### config.mk
export PLATFORM = sky130hd
export DESIGN_NAME = lfsr_generator
export DESIGN_NICKNAME = d
export VERILOG_FILES = /design/src/rtl/lfsr_pkg.sv /design/src/rtl/lfsr_burst_timer.sv /design/src/rtl/lfsr_generator.sv
export SDC_FILE = /design/constraint.sdc
export NUM_CORES = 1
export LEC_CHECK = 0
export ABC_AREA = 1
export CAP_MARGIN = 20
export CORE_ASPECT_RATIO = 0.9
export CORE_MARGIN = 5
export CORE_UTILIZATION = 55
export CTS_BUF_LIST = sky130_fd_sc_hd__clkbuf_16
export DETAILED_ROUTE_END_ITERATION = 10
export GPL_TIMING_DRIVEN = 0
export PLACE_DENSITY = 0.81
export SLEW_MARGIN = 20
export SYNTH_ARGS = -nofsm -noshare
export SYNTH_HDL_FRONTEND = slang
export SYNTH_HIERARCHICAL = 1
export SYNTH_SLANG_ARGS = --single-unit
### constraint.sdc
create_clock -name clk -period 1.91 [get_ports clk]
set_input_delay 0.573 -clock clk [delete_from_list [all_inputs] [get_ports clk]]
set_output_delay 0.573 -clock clk [all_outputs]
set_load 0.02 [all_outputs]
### src/rtl/lfsr_pkg.sv
// -----------------------------------------------------------------------------
// lfsr_pkg
// Shared definitions for the PRBS generator and its matching checker.
//   LFSR_W      : word / state width of the PRBS LFSR
//   CNT_W       : width of the burst and gap counters
//   fsm_state_t : generator FSM states {IDLE, RUN, GAP}
//   lfsr_next() : one step of the modified x^8+x^4+x^3+x^2+1 LFSR. The
//                 s[6:0]==0 term splices the all-zero state in between
//                 0x80 and 0x1D, so every one of the 256 states is visited
//                 and no seed can lock the register up.
// -----------------------------------------------------------------------------
package lfsr_pkg;

   localparam int LFSR_W = 8;
   localparam int CNT_W  = 16;

   typedef enum logic [1:0] {
      IDLE = 2'd0,
      RUN  = 2'd1,
      GAP  = 2'd2
   } fsm_state_t;

   function automatic logic [LFSR_W-1:0] lfsr_next(input logic [LFSR_W-1:0] s);
      logic w_fb;
      w_fb = s[7] ^ (s[6:0] == 7'd0);
      return {s[6], s[5], s[4], s[3] ^ w_fb, s[2] ^ w_fb, s[1] ^ w_fb, s[0], w_fb};
   endfunction

endpackage

### src/rtl/lfsr_burst_timer.sv
// -----------------------------------------------------------------------------
// lfsr_burst_timer
// Burst and gap counters for the PRBS generator.
//   clk         in   clock
//   i_rst_n     in   asynchronous active-low reset
//   i_clear     in   generator idle: restart the burst count
//   i_accept    in   a word was accepted this cycle
//   i_in_gap    in   generator is currently in its idle gap
//   o_go_gap    out  this accept completes the burst (combinational)
//   o_gap_done  out  last cycle of the gap (combinational)
// With BURST_LEN = 0 the burst never ends and o_go_gap stays low.
// -----------------------------------------------------------------------------
module lfsr_burst_timer
   import lfsr_pkg::*;
#(
   parameter int BURST_LEN = 0,
   parameter int GAP_LEN   = 4
) (
   input  logic clk,
   input  logic i_rst_n,
   input  logic i_clear,
   input  logic i_accept,
   input  logic i_in_gap,
   output logic o_go_gap,
   output logic o_gap_done
);

   localparam logic             BURST_EN   = (BURST_LEN != 0);
   localparam logic [CNT_W-1:0] CNT_ZERO   = {CNT_W{1'b0}};
   localparam logic [CNT_W-1:0] CNT_ONE    = CNT_W'(1);
   localparam logic [CNT_W-1:0] BURST_LAST = (BURST_LEN > 0) ? CNT_W'(BURST_LEN - 1) : CNT_ZERO;
   localparam logic [CNT_W-1:0] GAP_LAST   = (GAP_LEN > 1) ? CNT_W'(GAP_LEN - 1) : CNT_ZERO;

   logic [CNT_W-1:0] r_burst_cnt;
   logic [CNT_W-1:0] r_gap_cnt;
   logic             w_burst_last;
   logic             w_gap_last;

   assign w_burst_last = (r_burst_cnt == BURST_LAST);
   assign w_gap_last   = (r_gap_cnt == GAP_LAST);
   assign o_go_gap     = i_accept & BURST_EN & w_burst_last;
   assign o_gap_done   = i_in_gap & w_gap_last;

   // Words accepted in the current burst; wraps to zero when the burst ends.
   always_ff @(posedge clk or negedge i_rst_n) begin
      if (!i_rst_n) begin
         r_burst_cnt <= CNT_ZERO;
      end else if (i_clear) begin
         r_burst_cnt <= CNT_ZERO;
      end else if (i_accept) begin
         if (BURST_EN && w_burst_last) begin
            r_burst_cnt <= CNT_ZERO;
         end else begin
            r_burst_cnt <= r_burst_cnt + CNT_ONE;
         end
      end else begin
         r_burst_cnt <= r_burst_cnt;
      end
   end

   // Idle cycles spent in the current gap; held at zero outside the gap.
   always_ff @(posedge clk or negedge i_rst_n) begin
      if (!i_rst_n) begin
         r_gap_cnt <= CNT_ZERO;
      end else if (!i_in_gap) begin
         r_gap_cnt <= CNT_ZERO;
      end else if (w_gap_last) begin
         r_gap_cnt <= CNT_ZERO;
      end else begin
         r_gap_cnt <= r_gap_cnt + CNT_ONE;
      end
   end

endmodule

### src/rtl/lfsr_generator.sv
// -----------------------------------------------------------------------------
// lfsr_generator
// Transmit-side PRBS source: 8-bit words of the modified x^8+x^4+x^3+x^2+1
// LFSR (period 256) on a valid/ready stream, with optional bursting.
//   clk           in   clock, rising edge
//   i_rst_n       in   asynchronous active-low reset
//   i_start       in   pulse: leave IDLE and start streaming
//   i_stop        in   pulse: return to IDLE after the current word is accepted
//   i_load_seed   in   pulse: load i_seed into the LFSR state
//   i_seed        in   seed value
//   i_ready       in   downstream ready
//   i_inject_err  in   (LFSR_ERR_INJECT_EN only) arm a one-word bit-0 error
//   o_valid       out  o_lfsr holds a valid word
//   o_lfsr        out  current word (registered LFSR state)
//   o_wrap        out  one-cycle pulse after every 256th accepted word
//   o_busy        out  FSM not in IDLE
// Optional feature macro: LFSR_ERR_INJECT_EN.
// -----------------------------------------------------------------------------
module lfsr_generator
   import lfsr_pkg::*;
#(
   parameter logic [LFSR_W-1:0] SEED_DEFAULT = 8'hFF,
   parameter int                BURST_LEN    = 0,
   parameter int                GAP_LEN      = 4
) (
   input  logic              clk,
   input  logic              i_rst_n,
   input  logic              i_start,
   input  logic              i_stop,
   input  logic              i_load_seed,
   input  logic [LFSR_W-1:0] i_seed,
   input  logic              i_ready,
`ifdef LFSR_ERR_INJECT_EN
   input  logic              i_inject_err,
`endif
   output logic              o_valid,
   output logic [LFSR_W-1:0] o_lfsr,
   output logic              o_wrap,
   output logic              o_busy
);

   fsm_state_t        r_state;
   fsm_state_t        w_next_state;
   logic [LFSR_W-1:0] r_lfsr;
   logic [LFSR_W-1:0] w_lfsr_nxt;
   logic [7:0]        r_word_cnt;
   logic              r_valid;
   logic              r_busy;
   logic              r_wrap;
   logic              r_stop_pend;
   logic              w_accept;
   logic              w_stop_now;
   logic              w_go_gap;
   logic              w_gap_done;

   assign w_accept   = r_valid & i_ready;
   assign w_stop_now = r_stop_pend | i_stop;

   lfsr_burst_timer #(
      .BURST_LEN (BURST_LEN),
      .GAP_LEN   (GAP_LEN)
   ) u_burst_timer (
      .clk        (clk),
      .i_rst_n    (i_rst_n),
      .i_clear    (r_state == IDLE),
      .i_accept   (w_accept),
      .i_in_gap   (r_state == GAP),
      .o_go_gap   (w_go_gap),
      .o_gap_done (w_gap_done)
   );

   // Next-state logic: stop wins over start in IDLE and over a burst end in RUN.
   always_comb begin
      w_next_state = r_state;
      case (r_state)
         IDLE: begin
            if (i_start && !i_stop) begin
               w_next_state = RUN;
            end else begin
               w_next_state = IDLE;
            end
         end
         RUN: begin
            if (w_accept) begin
               if (w_stop_now) begin
                  w_next_state = IDLE;
               end else if (w_go_gap) begin
                  w_next_state = GAP;
               end else begin
                  w_next_state = RUN;
               end
            end else begin
               w_next_state = RUN;
            end
         end
         GAP: begin
            if (i_stop) begin
               w_next_state = IDLE;
            end else if (w_gap_done) begin
               w_next_state = RUN;
            end else begin
               w_next_state = GAP;
            end
         end
         default: begin
            w_next_state = IDLE;
         end
      endcase
   end

   // FSM state register with valid/busy registered alongside so they align with the state.
   always_ff @(posedge clk or negedge i_rst_n) begin
      if (!i_rst_n) begin
         r_state <= IDLE;
         r_valid <= 1'b0;
         r_busy  <= 1'b0;
      end else begin
         r_state <= w_next_state;
         r_valid <= (w_next_state == RUN);
         r_busy  <= (w_next_state != IDLE);
      end
   end

   // Sticky stop: a pulse seen while stalled in RUN is remembered until the word goes out.
   always_ff @(posedge clk or negedge i_rst_n) begin
      if (!i_rst_n) begin
         r_stop_pend <= 1'b0;
      end else if ((r_state == RUN) && (w_next_state == RUN)) begin
         r_stop_pend <= w_stop_now;
      end else begin
         r_stop_pend <= 1'b0;
      end
   end

   // LFSR next value: a seed load takes priority over the advance from an accept.
   always_comb begin
      w_lfsr_nxt = r_lfsr;
      if (i_load_seed) begin
         w_lfsr_nxt = i_seed;
      end else if (w_accept) begin
         w_lfsr_nxt = lfsr_next(r_lfsr);
      end else begin
         w_lfsr_nxt = r_lfsr;
      end
   end

   // LFSR state register.
   always_ff @(posedge clk or negedge i_rst_n) begin
      if (!i_rst_n) begin
         r_lfsr <= SEED_DEFAULT;
      end else begin
         r_lfsr <= w_lfsr_nxt;
      end
   end

   // Accepted-word counter; wrap pulse is registered so it lands the cycle after 255->0.
   always_ff @(posedge clk or negedge i_rst_n) begin
      if (!i_rst_n) begin
         r_word_cnt <= 8'd0;
         r_wrap     <= 1'b0;
      end else if (i_load_seed) begin
         r_word_cnt <= 8'd0;
         r_wrap     <= 1'b0;
      end else if (w_accept) begin
         r_word_cnt <= r_word_cnt + 8'd1;
         r_wrap     <= (r_word_cnt == 8'hFF);
      end else begin
         r_word_cnt <= r_word_cnt;
         r_wrap     <= 1'b0;
      end
   end

`ifdef LFSR_ERR_INJECT_EN
   logic              r_inj_arm;
   logic              w_inj_arm_nxt;
   logic [LFSR_W-1:0] r_lfsr_out;

   // One-shot error arm: set by the pulse, consumed by the next accept.
   always_comb begin
      w_inj_arm_nxt = r_inj_arm;
      if (i_inject_err) begin
         w_inj_arm_nxt = 1'b1;
      end else if (w_accept) begin
         w_inj_arm_nxt = 1'b0;
      end else begin
         w_inj_arm_nxt = r_inj_arm;
      end
   end

   // Output word register: the error only touches the output copy, never the LFSR state,
   // so the sequence resumes correctly after the corrupted word.
   always_ff @(posedge clk or negedge i_rst_n) begin
      if (!i_rst_n) begin
         r_inj_arm  <= 1'b0;
         r_lfsr_out <= SEED_DEFAULT;
      end else begin
         r_inj_arm  <= w_inj_arm_nxt;
         r_lfsr_out <= w_lfsr_nxt ^ {7'd0, w_inj_arm_nxt};
      end
   end

   assign o_lfsr = r_lfsr_out;
`else
   assign o_lfsr = r_lfsr;
`endif

   assign o_valid = r_valid;
   assign o_wrap  = r_wrap;
   assign o_busy  = r_busy;

endmodule

**Word-level counts from Yosys, hierarchy flattened**

Cells that the tools add are included.

- Flip-flop bits (word level): 38

- Mux-type cells: 15
- Eq/ne operators: 5
- Bitwise operators: 7
- Reductions and logical operators: 7
- Add/subtract/negate cells: 2

Operator list:

| cell | count |
|---|---|
| $mux 16 | 2 |
| $mux 8 | 4 |
| $add 16x1->16 const B | 1 |
| $eq 16x2->1 const B | 1 |
| $add 8x1->8 const B | 1 |
| $eq 8x8->1 const B | 1 |
| $logic_not 7->1 | 1 |
| $mux 2 | 3 |
| $pmux 2 s3 | 1 |
| $mux 1 | 5 |
| $eq 2x1->1 const B | 2 |
| $reduce_bool 2->1 | 2 |
| $xor 1x1->1 | 4 |
| $and 1x1->1 | 2 |
| $eq 2x2->1 const B | 1 |
| $logic_and 1x1->1 | 2 |
| $logic_not 2->1 | 1 |
| $logic_not 1->1 | 1 |
| $or 1x1->1 | 1 |

**Logic depth before layout (Yosys ltp)**

- Depth after elaboration: 8
- Mapped depth: 9
- Gate-level depth less buffers: 9

**Hierarchy**

Netlist, hierarchy kept.

Modules (own cells, without submodules):

| module | sequential area each (µm²) | area an instance (µm²) | instances | cells each |
|---|---|---|---|---|
| lfsr_generator | 560.5 | 1186.1 | 1 | 142 |
| lfsr_burst_timer | 400.4 | 944.7 | 1 | 135 |

**Worst setup path after synthesis**

OpenSTA, ideal clock, no wires.

- Kind: input port to flip-flop
- Start: input port i_ready
- End: register r_busy (netlist: o_busy)
- Required time: 1786 ps
- Slack: 540 ps
- Library setup time: 124 ps
- Arrival: 1246 ps
- Buffers on the path: 1
- Cell stages on the path: 5
- Cells stage by stage: nand2_1 > buf_6 > o21ai_2 > o211ai_1 > or2_1

- Word-level cells in the longest chain between the ends: 4

RTL lines:

| item | RTL line | text |
|---|---|---|
| start, declared | lfsr_generator.sv:32 | `input logic i_ready,` |
| $and 1x1->1 | lfsr_generator.sv:56 | `assign w_accept = r_valid & i_ready;` |
| $mux 2 | lfsr_generator.sv:84 | `if (w_accept) begin` |
| $pmux 2 s3 | lfsr_generator.sv:75 | `case (r_state)` |
| via w_next_state[0] | lfsr_generator.sv:43 | `fsm_state_t w_next_state;` |
| $reduce_bool 2->1 | lfsr_generator.sv:120 | `r_busy <= (w_next_state != IDLE);` |
| end signal, assigned | lfsr_generator.sv:120 |  |
| end, declared | lfsr_generator.sv:48 | `logic r_busy;` |

The timed path passes the listed nets, and every way through them passes these cells.
A chain may end at the register's enable or synchronous reset.

**Worst setup path in the final report**

- Start: register r_valid (netlist: o_valid)
- End: output port o_valid

RTL lines:

| item | RTL line | text |
|---|---|---|
| start, declared | lfsr_generator.sv:47 | `logic r_valid;` |
| start signal, assigned | lfsr_generator.sv:119 | `r_valid <= (w_next_state == RUN);` |
| end, declared | lfsr_generator.sv:36 | `output logic o_valid,` |

No word-level cell between the ends.

==> qor.txt <==
Synthesized area - 0.00213 mm²
TritonCTS clock tree - done
Fin crit share - 0.938
Cell row count - 21
Max-cap violation count - 0
Die Ht - 69.1 µm
FILL cells - 296
Switching power - 0.702 mW
Top delay family on crit path - buffers and inverters
Register share of total power - 0.432
CTS Sinks - 38
Measured slew at the worst slew-check pin - 0.502 ns
Synth Area per Inst - 7.69 µm²
LEAKAGE - 1.17 nW
Post-synthesis simple-gate area fraction - 0.358
Vias in the first global route - 1,744
Most area-hungry cell type in the Yosys netlist - dfrtp_1
Wirelength per Cell - 12.6 µm
Total GRT Usage - 0.195
Initial antenna violation count - 0
Initial drt markers - 171
Nets@finish - 324
Worst rel slew slack - 0.665
Largest family of logic cells by synthesized area - simple AND/OR/NAND/NOR gates
GP Congestion - 0.864
CP Capture Type - output port
Fin. Hold Viols - 0
Die Wd - 75.6 µm
Post-Synth XOR/XNOR Area - 0.0247
F_max - 0.558 GHz
Clock slew seen by the registers of the worst setup and hold paths - 0.05 ns
Max Slew Vio Count - 0
Minimum clock period - 1.79 ns
Root Driver - clkbuf_16
Synth area leaders - dfrtp_1 35%, nand2_1 11%, dfstp_2 9.9%
Yosys Warn Count - 6
Max IR drop VDD - 0.941 mV
Yosys cell types - 35
Grt total ovfl - 0
CTS buffer count - 5
Status - complete, no violations
Setup Crit Path Kind - register to output port
Synth top area share - 0.352
Worst path cell trace - clkdlybuf4s50_1
Top-level port count - 25
Largest net degree at the start of global routing - 30
Ant. Diodes - 0
Part of the power in the clock network - 0.332
DR vias/cell - 5.24
Critical path peak fanout - 2
Unrepaired setup endpoints after global routing - false
Final TNS setup - 0 ns
Clk buf depth - 2
Share of layout cells above drive strength 1 - 0.126
Area delta synth->final - 20.2%
Startpoint Class - register
Die area - 0.00522 mm²
Post-synthesis sequential element count - 38
Antenna-violating nets left - 0
Sequential fraction of the synthesis area - 0.451
Later-pin clock latency in the skew report - 0.28 ns
Starting Density - 0.571
Syn Nets - 293
Post-synth ARST share - 1.00
Hpwl dp - 3290 µm
HP Class - primary input to async pin
Cells after Synth - 277
Ys flop type - dfrtp_1
Worst EP required - 1.34 ns
Internal power - 1.61 mW
Max incr delay on CP - 0.60 ns
Critical-path top delay cell - clkdlybuf4s50_1
Post-synth EDFFs - 0
Adder-cell share of the synthesized area - 0.0117
Logic pwr share - 0.235
H-tree levels - 2
Sw Ratio - 0.303
DRT Pass-1 Iters - 5
Total Power - 2.32 mW
Drc violations - 0
Critical Path AT - 1.22 ns
PwrDens - 904 mW/mm²
Drt total wl - 4470 µm
First-pass GRT wire length - 8000 µm
Final setup vio count - 0
Post-synthesis mux area share - 0
# hold bufs at CTS - 0
Core ar. - 0.00373 mm²
Setup Skew - 0.00369 ns
Port Buffers - 23
Complex-gate fraction of the synthesized area - 0.0716
DR vias - 1,860
CP bufs+invs - 1
Yosys cell counts, types with 2 or more instances:
library cell	count
inv_2	2
nand3_1	16
o211ai_1	3
buf_2	3
xor2_1	6
nor2_1	46
dfrtp_1	30
nor2_2	5
nor3_1	9
inv_1	33
ha_1	2
a21oi_1	9
dfstp_2	8
nand2_1	60
o21ai_0	7
nand4_1	13
o21ai_1	5
nand2_2	3
cell type report:
cell class / count / area [µm²] / area share
clock inverter: 3 / 12.5 / 0.00489
buffer: 6 / 37.5 / 0.0147
sequential: 38 / 961 / 0.375
clock buffer: 5 / 125 / 0.0489
inverter: 36 / 135 / 0.0528
timing repair buffer: 24 / 235 / 0.0918
multi-input combinational: 197 / 997 / 0.389
tap: 46 / 57.6 / 0.0225
through the flow:
step	area [µm²]	instances	setup slack, ns	hold WS [ns]	utilization
final	2560	355	0.118	0.152	0.686
after global routing	2560	355	0.0706	0.158	0.686
after floorplan	2130	277	0.540	0.277	-
after global placement	2420	346	-0.619	0.465	0.648
after detailed placement	2430	347	-0.00654	0.449	0.652
after CTS	2560	355	0.108	0.153	0.686
kinds of logic (layout without fill, tap and decap cells):
kind of cell             Yosys count  after routing
flip-flops                        38             38
AND/OR/NAND/NOR                  161            161
buffers and inverters             42             74
adder cells (fa/ha/maj)            2              2
AO/OA/AOI/OAI                     27             27
XOR/XNOR                           6              6
other                              1              1
sequential cells by signal, indices dropped and copies added, names as in the netlist:
signal and cells:
u_burst_timer/r_gap_cnt 16, o_lfsr 8, r_word_cnt 8, r_state 2, o_busy 1, o_valid 1, o_wrap 1, r_stop_pend 1
power groups by stage:
| stage | sequential [mW] | combinational, mW | clock (mW) |
|---|---|---|---|
| after floorplan | 1.09 | 0.263 | 0 |
| after global placement | 1.01 | 0.568 | 0 |
| after detailed placement | 1.01 | 0.578 | 0 |
| after CTS | 1.00 | 0.550 | 0.789 |
| after global routing | 1.02 | 0.612 | 0.823 |
| final | 1.00 | 0.545 | 0.769 |
timing repair:
item | CTS | global route
endpoints found under the setup margin | 8 | 0
buffers inserted | 0 | 0
resized for setup | 8 | 0
path summary, 6_finish.rpt:
kind | startpoint | endpoint | slack, ns | cells past startpoint
min in group clk | o_lfsr[4] | o_lfsr[4] | 0.48 | 2
worst min-delay path | i_rst_n | u_burst_timer/r_gap_cnt[2] | 0.15 | 1
max in group asynchronous | i_rst_n | o_lfsr[6] | 1.27 | 2
worst max-delay path | o_valid | o_valid | 0.12 | 1
worst min register to register | o_lfsr[4] | o_lfsr[4] | 0.48 | 2
worst max register to register | u_burst_timer/r_gap_cnt[0] | o_busy | 0.32 | 8
layout by cell type (no fill, tap or decap), types with 2 or more instances in the layout:
cell type and instances:
buf_2 4, nor3_1 9, dfstp_2 8, nand2_2 3
clkinv_1 2, dfrtp_1 30, dlygate4sd2_1 8, a21oi_1 9
nand3_1 16, inv_2 2, o21ai_1 5, nor2_2 5
xor2_1 6, nand4_1 13, o211ai_1 3, o21ai_0 7
inv_1 34, clkdlybuf4s50_1 14, nor2_1 46, ha_1 2
clkbuf_16 5, nand2_1 60
routing by layer:
metal | wire, µm | global-route usage
met2 | 1940 | 0.267
met4 | 48 | 0.0583
met5 | 0 | 0
met1 | 2260 | 0.302
met3 | 211 | 0.0436
Note: power is estimated with default switching activity, not from simulation.
